### config.mk
export PLATFORM = sky130hd
export DESIGN_NAME = pio_read_arbiter_flat
export DESIGN_NICKNAME = d
export VERILOG_FILES = /design/src/rtl/pio_read_arbiter_pkg.sv /design/src/rtl/pio_read_arbiter_if.sv /design/src/rtl/pio_read_arbiter_rr_arbiter.sv /design/src/rtl/pio_read_arbiter.sv /design/src/flat_wrapper.sv
export SDC_FILE = /design/constraint.sdc
export NUM_CORES = 1
export LEC_CHECK = 0
export CAP_MARGIN = 0
export CORE_ASPECT_RATIO = 1.75
export CORE_MARGIN = 2
export CORE_UTILIZATION = 30
export CTS_CLUSTER_DIAMETER = 100
export CTS_CLUSTER_SIZE = 25
export DETAILED_ROUTE_END_ITERATION = 8
export HOLD_SLACK_MARGIN = 0.12
export PLACE_DENSITY_LB_ADDON = 0.08
export SLEW_MARGIN = 40
export SYNTH_ARGS = -nofsm -noshare
export SYNTH_HDL_FRONTEND = slang
export SYNTH_SLANG_ARGS = --single-unit
### constraint.sdc
create_clock -name clk -period 1.4 [get_ports clk]
set_clock_uncertainty 0.1 [all_clocks]
set_input_delay 0.14 -clock clk [delete_from_list [all_inputs] [get_ports clk]]
set_output_delay 0.14 -clock clk [all_outputs]
set_load 0.02 [all_outputs]
### src/rtl/pio_read_arbiter_pkg.sv
// Shared types and helpers for the PIO read arbiter: FSM state encoding, bus widths
// and the round-robin pick function used by the arbiter sub-module.
package pio_arb_pkg;

   typedef enum logic [1:0] {
      IDLE    = 2'd0,
      ISSUE   = 2'd1,
      WAIT    = 2'd2,
      CAPTURE = 2'd3
   } state_e;

   localparam int AVM_DATA_W = 32;
   localparam int MAX_REQ    = 8;
   localparam int IDX_W      = 3;

   // First set bit of req scanning upward from ptr, wrapping modulo n.
   function automatic logic [IDX_W-1:0] rr_pick(input logic [MAX_REQ-1:0] req,
                                                input logic [IDX_W-1:0]   ptr,
                                                input int                 n);
      logic [IDX_W-1:0] pick;
      int               j;
      pick = ptr;
      for (int k = MAX_REQ - 1; k >= 0; k--) begin
         if (k < n) begin
            j = (int'(ptr) + k) % n;
            if (req[j[IDX_W-1:0]]) pick = j[IDX_W-1:0];
         end
      end
      return pick;
   endfunction

endpackage

### src/rtl/pio_read_arbiter_if.sv
// Requester-side and Avalon-side signal bundle of the PIO read arbiter.
// The arbiter connects through the slave modport; the environment drives the master side.
interface pio_read_arbiter_if
   import pio_arb_pkg::*;
#(
   parameter int NUM_REQ = 2,
   parameter int ADDR_W  = 2,
   parameter int DATA_W  = 14
);
   logic [NUM_REQ-1:0]        req;
   logic [NUM_REQ*ADDR_W-1:0] req_addr;
   logic [NUM_REQ-1:0]        rd_valid;
   logic [DATA_W-1:0]         rd_data;
   logic [ADDR_W-1:0]         avm_address;
   logic                      avm_read;
   logic [AVM_DATA_W-1:0]     avm_readdata;
   logic                      busy;
   logic                      err_upper;
   logic                      err_clr;

   modport slave (
      input  req, req_addr, avm_readdata, err_clr,
      output rd_valid, rd_data, avm_address, avm_read, busy, err_upper
   );

   modport master (
      output req, req_addr, avm_readdata, err_clr,
      input  rd_valid, rd_data, avm_address, avm_read, busy, err_upper
   );
endinterface

### src/rtl/pio_read_arbiter_rr_arbiter.sv
// Combinational round-robin pick: index of the first pending request at or above ptr.
module rr_arbiter
   import pio_arb_pkg::*;
#(
   parameter int NUM_REQ = 2
) (
   input  logic [NUM_REQ-1:0] req_i,
   input  logic [IDX_W-1:0]   ptr_i,
   output logic [IDX_W-1:0]   gnt_idx_o,
   output logic               any_o
);
   logic [MAX_REQ-1:0] req_ext;

   assign req_ext   = MAX_REQ'(req_i);
   assign gnt_idx_o = rr_pick(req_ext, ptr_i, NUM_REQ);
   assign any_o     = |req_i;
endmodule

### src/rtl/pio_read_arbiter.sv
// Round-robin sequencer sharing one Avalon-MM read-only PIO slave between NUM_REQ
// requesters; every output is registered and cleared by the asynchronous reset.
module pio_read_arbiter
   import pio_arb_pkg::*;
#(
   parameter int NUM_REQ      = 2,
   parameter int ADDR_W       = 2,
   parameter int DATA_W       = 14,
   parameter int READ_LATENCY = 1
) (
   input logic              clk,
   input logic              reset_n,
   pio_read_arbiter_if.slave bus
);
   state_e               state_q, state_d;
   logic [1:0]           lat_cnt_q, lat_cnt_d;
   logic [IDX_W-1:0]     gnt_idx_q, gnt_idx_d;
   logic [IDX_W-1:0]     rr_ptr_q, rr_ptr_d;
   logic [IDX_W-1:0]     pick_idx;
   logic                 any_req;
   logic [ADDR_W-1:0]    pick_addr;
   logic                 upper_err;

   logic [NUM_REQ-1:0]   rd_valid_q, rd_valid_d;
   logic [DATA_W-1:0]    rd_data_q, rd_data_d;
   logic [ADDR_W-1:0]    avm_address_q, avm_address_d;
   logic                 avm_read_q, avm_read_d;
   logic                 busy_q, busy_d;
   logic                 err_upper_q, err_upper_d;

   rr_arbiter #(.NUM_REQ(NUM_REQ)) u_rr (
      .req_i     (bus.req),
      .ptr_i     (rr_ptr_q),
      .gnt_idx_o (pick_idx),
      .any_o     (any_req)
   );

   // The address goes straight into the issue register at grant, so later
   // changes on req_addr cannot reach the transaction.
   assign pick_addr = bus.req_addr[pick_idx*ADDR_W +: ADDR_W];
   assign upper_err = |bus.avm_readdata[AVM_DATA_W-1:DATA_W];

   always_ff @(posedge clk or negedge reset_n) begin
      if (!reset_n) begin
         state_q   <= IDLE;
         lat_cnt_q <= '0;
         gnt_idx_q <= '0;
         rr_ptr_q  <= '0;
      end else begin
         state_q   <= state_d;
         lat_cnt_q <= lat_cnt_d;
         gnt_idx_q <= gnt_idx_d;
         rr_ptr_q  <= rr_ptr_d;
      end
   end

   always_comb begin
      state_d   = state_q;
      lat_cnt_d = lat_cnt_q;
      gnt_idx_d = gnt_idx_q;
      rr_ptr_d  = rr_ptr_q;
      unique case (state_q)
         IDLE: begin
            if (any_req) begin
               state_d   = ISSUE;
               gnt_idx_d = pick_idx;
            end
         end
         ISSUE: begin
            state_d   = WAIT;
            lat_cnt_d = 2'(READ_LATENCY - 1);
         end
         WAIT: begin
            if (lat_cnt_q == 2'd0) state_d = CAPTURE;
            else                   lat_cnt_d = lat_cnt_q - 2'd1;
         end
         CAPTURE: begin
            state_d  = IDLE;
            rr_ptr_d = (gnt_idx_q == IDX_W'(NUM_REQ - 1)) ? '0 : gnt_idx_q + 1'b1;
         end
         default: state_d = IDLE;
      endcase
   end

   // Outputs are decoded one cycle ahead from the next state so they can be registered.
   always_comb begin
      rd_valid_d    = '0;
      rd_data_d     = rd_data_q;
      avm_read_d    = 1'b0;
      avm_address_d = '0;
      busy_d        = (state_d != IDLE);
      err_upper_d   = err_upper_q;
      if (state_q == IDLE && state_d == ISSUE) begin
         avm_read_d    = 1'b1;
         avm_address_d = pick_addr;
      end
      if (state_q == CAPTURE) begin
         rd_valid_d = NUM_REQ'(1) << gnt_idx_q;
         rd_data_d  = bus.avm_readdata[DATA_W-1:0];
      end
      if (bus.err_clr) err_upper_d = 1'b0;
      if (state_q == CAPTURE && upper_err) err_upper_d = 1'b1;
   end

   always_ff @(posedge clk or negedge reset_n) begin
      if (!reset_n) begin
         rd_valid_q    <= '0;
         rd_data_q     <= '0;
         avm_address_q <= '0;
         avm_read_q    <= 1'b0;
         busy_q        <= 1'b0;
         err_upper_q   <= 1'b0;
      end else begin
         rd_valid_q    <= rd_valid_d;
         rd_data_q     <= rd_data_d;
         avm_address_q <= avm_address_d;
         avm_read_q    <= avm_read_d;
         busy_q        <= busy_d;
         err_upper_q   <= err_upper_d;
      end
   end

   assign bus.rd_valid    = rd_valid_q;
   assign bus.rd_data     = rd_data_q;
   assign bus.avm_address = avm_address_q;
   assign bus.avm_read    = avm_read_q;
   assign bus.busy        = busy_q;
   assign bus.err_upper   = err_upper_q;
endmodule

### src/flat_wrapper.sv
// flat-port wrapper written by rule: the top's interface ports become plain ports
module pio_read_arbiter_flat import pio_arb_pkg::*;
#(
   parameter int NUM_REQ      = 2,
   parameter int ADDR_W       = 2,
   parameter int DATA_W       = 14,
   parameter int READ_LATENCY = 1
)
  (clk, reset_n, bus_req, bus_req_addr, bus_avm_readdata, bus_err_clr, bus_rd_valid, bus_rd_data, bus_avm_address, bus_avm_read, bus_busy, bus_err_upper);
  pio_read_arbiter_if #(.NUM_REQ(NUM_REQ), .ADDR_W(ADDR_W), .DATA_W(DATA_W)) bus_i ();
  input logic clk;
  input logic reset_n;
  input wire logic [$bits(bus_i.req)-1:0] bus_req;
  input wire logic [$bits(bus_i.req_addr)-1:0] bus_req_addr;
  input wire logic [$bits(bus_i.avm_readdata)-1:0] bus_avm_readdata;
  input wire logic [$bits(bus_i.err_clr)-1:0] bus_err_clr;
  output wire logic [$bits(bus_i.rd_valid)-1:0] bus_rd_valid;
  output wire logic [$bits(bus_i.rd_data)-1:0] bus_rd_data;
  output wire logic [$bits(bus_i.avm_address)-1:0] bus_avm_address;
  output wire logic [$bits(bus_i.avm_read)-1:0] bus_avm_read;
  output wire logic [$bits(bus_i.busy)-1:0] bus_busy;
  output wire logic [$bits(bus_i.err_upper)-1:0] bus_err_upper;
  assign bus_i.req = bus_req;
  assign bus_i.req_addr = bus_req_addr;
  assign bus_i.avm_readdata = bus_avm_readdata;
  assign bus_i.err_clr = bus_err_clr;
  assign bus_rd_valid = bus_i.rd_valid;
  assign bus_rd_data = bus_i.rd_data;
  assign bus_avm_address = bus_i.avm_address;
  assign bus_avm_read = bus_i.avm_read;
  assign bus_busy = bus_i.busy;
  assign bus_err_upper = bus_i.err_upper;
  pio_read_arbiter #(.NUM_REQ(NUM_REQ), .ADDR_W(ADDR_W), .DATA_W(DATA_W), .READ_LATENCY(READ_LATENCY)) u_core (.clk(clk), .reset_n(reset_n), .bus(bus_i));
endmodule
# After elaboration in Yosys (flattened, before gate mapping)
# Cells that the tools add are included.
op_classes:
  add_sub_neg: 3
  bitwise_logic: 1
  eq_ne: 6
  magnitude_cmp: 2
  muxes: 17
  shifts: 2
  reduce_logical: 11
ops:
  columns: ["op", "count"]
  rows:
  - ["$reduce_or A18 Y1", 1]
  - ["$mux W2", 5]
  - ["$mux W3", 3]
  - ["$pmux W2 S4", 1]
  - ["$mux W1", 6]
  - ["$reduce_bool A2 Y1", 3]
  - ["$shiftx A4 B5 Y2", 1]
  - ["$eq A2 B1 Y1 const B", 2]
  - ["$eq A2 B2 Y1 const B", 2]
  - ["$logic_not A2 Y1", 2]
  - ["$lt A1 B4 Y1 const B", 1]
  - ["$lt A3 B4 Y1 const B", 1]
  - ["$pmux W2 S2", 1]
  - ["$reduce_and A2 Y1", 2]
  - ["$add A3 B1 Y3 const B", 1]
  - ["$eq A3 B1 Y1 const B", 1]
  - ["$shl A1 B3 Y2 const A", 1]
  - ["$bmux W1 S2", 1]
  - ["$logic_and A1 B1 Y1", 2]
  - ["$ne A2 B2 Y1 const B", 1]
  - ["$reduce_or A2 Y1", 1]
  - ["$sub A2 B1 Y2 const B", 1]
  - ["$add A1 B1 Y1 const B", 1]
  - ["$and A1 B1 Y1 const A", 1]
totals:
  regBits: 31

# Depth between registers and ports, before layout
logic_depth:
  ltp_word: 8
  ltp_mapped: 5

# By module
# Synthesis repeated with hierarchy kept, for this count alone.
hier_totals:
  cells_unflattened: 104
  hier_area_um2: 1335.0
by_module_without_submodules:
  columns: ["module", "n_inst", "seq_area_each_um2", "cells_per_inst", "area_per_inst_um2"]
  rows:
  - ["pio_read_arbiter", 1, 775.7, 97, 1291.2]
  - ["rr_arbiter", 1, 0.0, 7, 43.8]

# Worst setup path after synthesis
# No wires, ideal clock.
synth_path:
  kind: "register to register"
  startpoint: "register u_core.state_q[0]"
  endpoint: "register u_core.rd_data_q[11], in the netlist u_core.bus.rd_data[11]"
  t_required_ps: 1175
  path_stages_with_launch: 4
  n_path_buf: 1
  t_arrival_ps: 1247
  setup_time_ps: 125
  slack_ps: -72
  path_cell_list: "dfrtp_1 > ha_1 > clkbuf_1 > mux2_2"
synth_via:
  elab_chain_cells: 1
synth_lines:
  columns: ["element", "line_no", "rtl"]
  rows:
  - ["start: declaration", "pio_read_arbiter.sv:15", "state_e state_q, state_d;"]
  - ["start signal: assignment", "pio_read_arbiter.sv:50", "state_q <= state_d;"]
  - ["$eq A2 B2 Y1", "pio_read_arbiter.sv:97", "if (state_q == CAPTURE) begin"]
  - ["end signal: assignment", "pio_read_arbiter.sv:115", "rd_data_q <= rd_data_d;"]
  - ["end: declaration", "pio_read_arbiter.sv:25", "logic [DATA_W-1:0] rd_data_q, rd_data_d;"]
# Every way passes these cells.
# A chain may end at the register's enable or synchronous reset.

# Worst setup path in the final report
layout_path:
  startpoint: "register u_core.state_q[0]"
  endpoint: "register u_core.avm_address_q[0], in the netlist u_core.bus.avm_address[0]"
layout_via:
  elab_chain_cells: 5
  word_cells_on_any_way: 10
  cone_classes: "eq/ne: 4; mux: 4; reduce/logical: 2"
layout_lines:
  columns: ["element", "line_no", "rtl"]
  rows:
  - ["$eq A2 B2 Y1, or another cell as far along", "pio_read_arbiter.sv:62", "unique case (state_q)"]
  - ["$pmux W2 S4", "pio_read_arbiter.sv:62", null]
  - ["$eq A2 B1 Y1", "pio_read_arbiter.sv:93", "if (state_q == IDLE && state_d == ISSUE) begin"]
  - ["$logic_and A1 B1 Y1 *", "pio_read_arbiter.sv:93", null]
  - ["$mux W2 *", "pio_read_arbiter.sv:93", null]
  - ["net u_core.avm_address_d[0]", "pio_read_arbiter.sv:26", "logic [ADDR_W-1:0] avm_address_q, avm_address_d;"]
  - ["end signal: assignment", "pio_read_arbiter.sv:116", "avm_address_q <= avm_address_d;"]
  - ["end: declaration", "pio_read_arbiter.sv:26", null]
# Mark *: on every way through the listed nets, which the timed path passes. The rest lies on a longest branch.

==> flow_metrics.tcl <==
set metrics [dict create \
    status "finished, violations left" \
    violations "negative setup slack" \
    viasPerCell 4.67 \
    synthXorXnorAreaFrac_pct 0.659 \
    start_util_pct 30.8 \
    hold_buffers 0 \
    synth.distinct_cells 29 \
    hold_viol_final 0 \
    power_w 0.00457 \
    io_buffers 61 \
    grt_max_degree 32 \
    die_h_um 92.1 \
    synth-warning-count 0 \
    ios 62 \
    synthAdderAreaFrac_pct 4.70 \
    rsz0062_at_grt "yes" \
    place_ws_ns -0.413 \
    setup_ws_ns -0.0407 \
    fin_crit_sh_pct 103 \
    dieArea_um2 5000 \
    fin_nets 234 \
    cap_violations 0 \
    synth_seq_cells 31 \
    slew_headroom_pct 80.0 \
    ant_nets 0 \
    tightest_slew_ns 0.298 \
    worstPathMaxFanout 5 \
    wire_per_inst_um 13.5 \
    yosys.area_share.simple_pct 11.5 \
    placementRows 32 \
    h-tree-depth 2 \
    tritoncts "built" \
    insertedDiodeCount 0 \
    synth_compound_area_share_pct 8.18 \
    grt_pass1_vias 1153 \
    core_area_um2 4320 \
    irDropWorstVdd_mv 0.983 \
    clkTransAtPathRegs_ns 0.07 \
    arrival_ns 1.54 \
    gp_congestion 0.757 \
    area_delta_synth_final_pct 69.7 \
    synth_top_family_by_area "multiplexers" \
    p_leak_nw 1.01 \
    drive_above_1_share_pct 25.9 \
    cp-start-kind "register" \
    drv_slew 0 \
    synth_nets 152 \
    avgSynthCellArea_um2 12.5 \
    fmax_ghz 0.694 \
    layout.cells.non_filler 240 \
    drc 0 \
    cp-end-kind "register" \
    synth_mux_area_share_pct 13.5 \
    min_period_ns 1.44 \
    dpl.hpwl_um 2620 \
    die_w_um 54.3 \
    finalSetupViolCount 3 \
    clk_latency_ns 0.28 \
    netlist.area_leader.share_pct 58.3 \
    vias 1120 \
    synth_area_leaders "dfrtp_1 58%, mux2_2 13%, ha_1 4.7%" \
    placed_cells 230 \
    grt_pass1_wl_um 5230 \
    powerDensity_nw_per_um2 2030 \
    overflow 0 \
    antenna_found_initial 0 \
    drtIter0Drc 4 \
    synthesis.instances 106 \
    synth_top_area_cell "dfrtp_1" \
    hp-class "in2async" \
    grt.total_usage_pct 14.5 \
    clk_path_buf_depth 2 \
    synth.cell_area_um2 1330 \
    cts.sinks 31 \
    critPathKind "reg2reg" \
    cts_root_buffer "clkbuf_8" \
    cts_inserted_buffers 5 \
    drt_wl_total_um 3250 \
    drt_first_pass_iters 3 \
    required_ns 1.50 \
    yosysSeqAreaShare_pct 58.3 \
]
## Yosys cell counts, drive strengths merged
| cell | number |
|---|---|
| a221o | 1 |
| clkbuf | 1 |
| dfrtp | 31 |
| nor4bb | 1 |
| nor4 | 3 |
| nand2 | 3 |
| or2 | 2 |
| a21oi | 2 |
| mux2i | 1 |
| ha | 5 |
| nor2 | 4 |
| or4 | 1 |
| o21ai | 3 |
| buf | 1 |
| o31a | 1 |
| mux2 | 15 |
| nand3 | 3 |
| a2111o | 1 |
| xor2 | 1 |
| and2 | 2 |
| nand2b | 4 |
| nor2b | 1 |
| inv | 9 |
| a21o | 1 |
| a31oi | 1 |
| a211oi | 4 |
| nor4b | 1 |
| a32o | 1 |
| nor3 | 2 |
## cells in the final DEF (no fill, tap or decap), types with 2 or more instances in the layout
cell type        count
nand3_1              3
inv_1                6
nor4_1               3
dlygate4sd2_1       25
nand2_1              3
ha_4                 2
and2_1               2
nor3_1               2
inv_2                3
dfrtp_1             31
a21oi_1              2
buf_4               14
ha_1                 3
clkbuf_8             6
a211oi_1             2
or2_2                2
a211oi_2             2
o21ai_0              2
mux2_2              15
nand2b_1             4
clkdlybuf4s50_1     36
nor2_1               4
## cell type report
class / instances / area [um^2]
Inverter: 9 / 33.8
Clock inverter: 2 / 35.0
Fill cell: 400 / 2070
Multi-Input combinational cell: 64 / 551
Sequential cell: 31 / 776
Clock buffer: 6 / 82.6
Tap cell: 51 / 63.8
Timing Repair Buffer: 77 / 716
## layer usage
metal / wire length (um) / vias to the layer above / share of wire, % / GRT usage (%)
met4: 87 / 0 / 2.7 / 7.71
met3: 202 / 8 / 6.2 / 3.91
met2: 1770 / 42 / 55 / 25.0
met5: 0 / - / 0 / 0
li1: - / 540 / - / -
met1: 1190 / 530 / 36 / 14.9
## logic make-up (layout without fill, tap and decap cells)
group                    count (synthesis)  in the layout
flip-flops                              31             31
AND/OR/NAND/NOR                         27             27
multiplexers                            16             16
AO/OA/AOI/OAI                           15             15
buffers and inverters                   11             94
adder cells (fa/ha/maj)                  5              5
XOR/XNOR                                 1              1
## registers in the layout, indices dropped and copies added (netlist names)
signal                  cells
u_core.bus.avm_address      2
u_core.bus.avm_read         1
u_core.bus.busy             1
u_core.bus.err_upper        1
u_core.bus.rd_data         14
u_core.bus.rd_valid         2
u_core.gnt_idx_q            3
u_core.lat_cnt_q            2
u_core.rr_ptr_q             3
u_core.state_q              2
## critical path: stages (launching register included)
cell and delay (ns):
dfrtp_1 0.41, inv_2 0.09, ha_4 0.16, inv_2 0.04
a2111o_1 0.38, a211oi_2 0.17
## path summary, 6_finish.rpt
check	start	end	slack (ns)	cells past startpoint
max	u_core.state_q[0]	u_core.bus.avm_address[0]	-0.04	5
min	reset_n	u_core.bus.err_upper	0.12	2
max reg2reg	u_core.state_q[0]	u_core.bus.avm_address[0]	-0.04	5
min reg2reg	u_core.bus.rd_data[10]	u_core.bus.rd_data[10]	0.40	1
max in group asynchronous	reset_n	u_core.bus.rd_data[10]	0.91	2
min in group clk	bus_req_addr[2]	u_core.bus.avm_address[0]	0.31	3
## metrics by stage
step	hold slack (ns)	instance area (um^2)	utilization, %	setup TNS [ns]
floorplan	-0.256	1340	-	0
CTS	0.126	2230	51.5	-0.103
detailed placement	0.395	2130	49.2	-1.13
finish	0.121	2260	52.2	-0.0624
global route	0.128	2260	52.2	-0.784
global placement	0.376	2130	49.2	-0.881
## power breakdown
group	internal, W	total, W	switching, W
Sequential	0.00128	0.00147	0.000191
Combinational	0.00116	0.00220	0.00104
Clock	0.000575	0.000900	0.000325
## timing repair
action,in CTS,in global routing
pin swaps,3,2
buffers inserted,0,2
endpoints found under the setup margin,26,20
hold endpoints to repair,0,0
gates resized for setup,31,4
No activity file was read; power rests on OpenSTA's default activity.
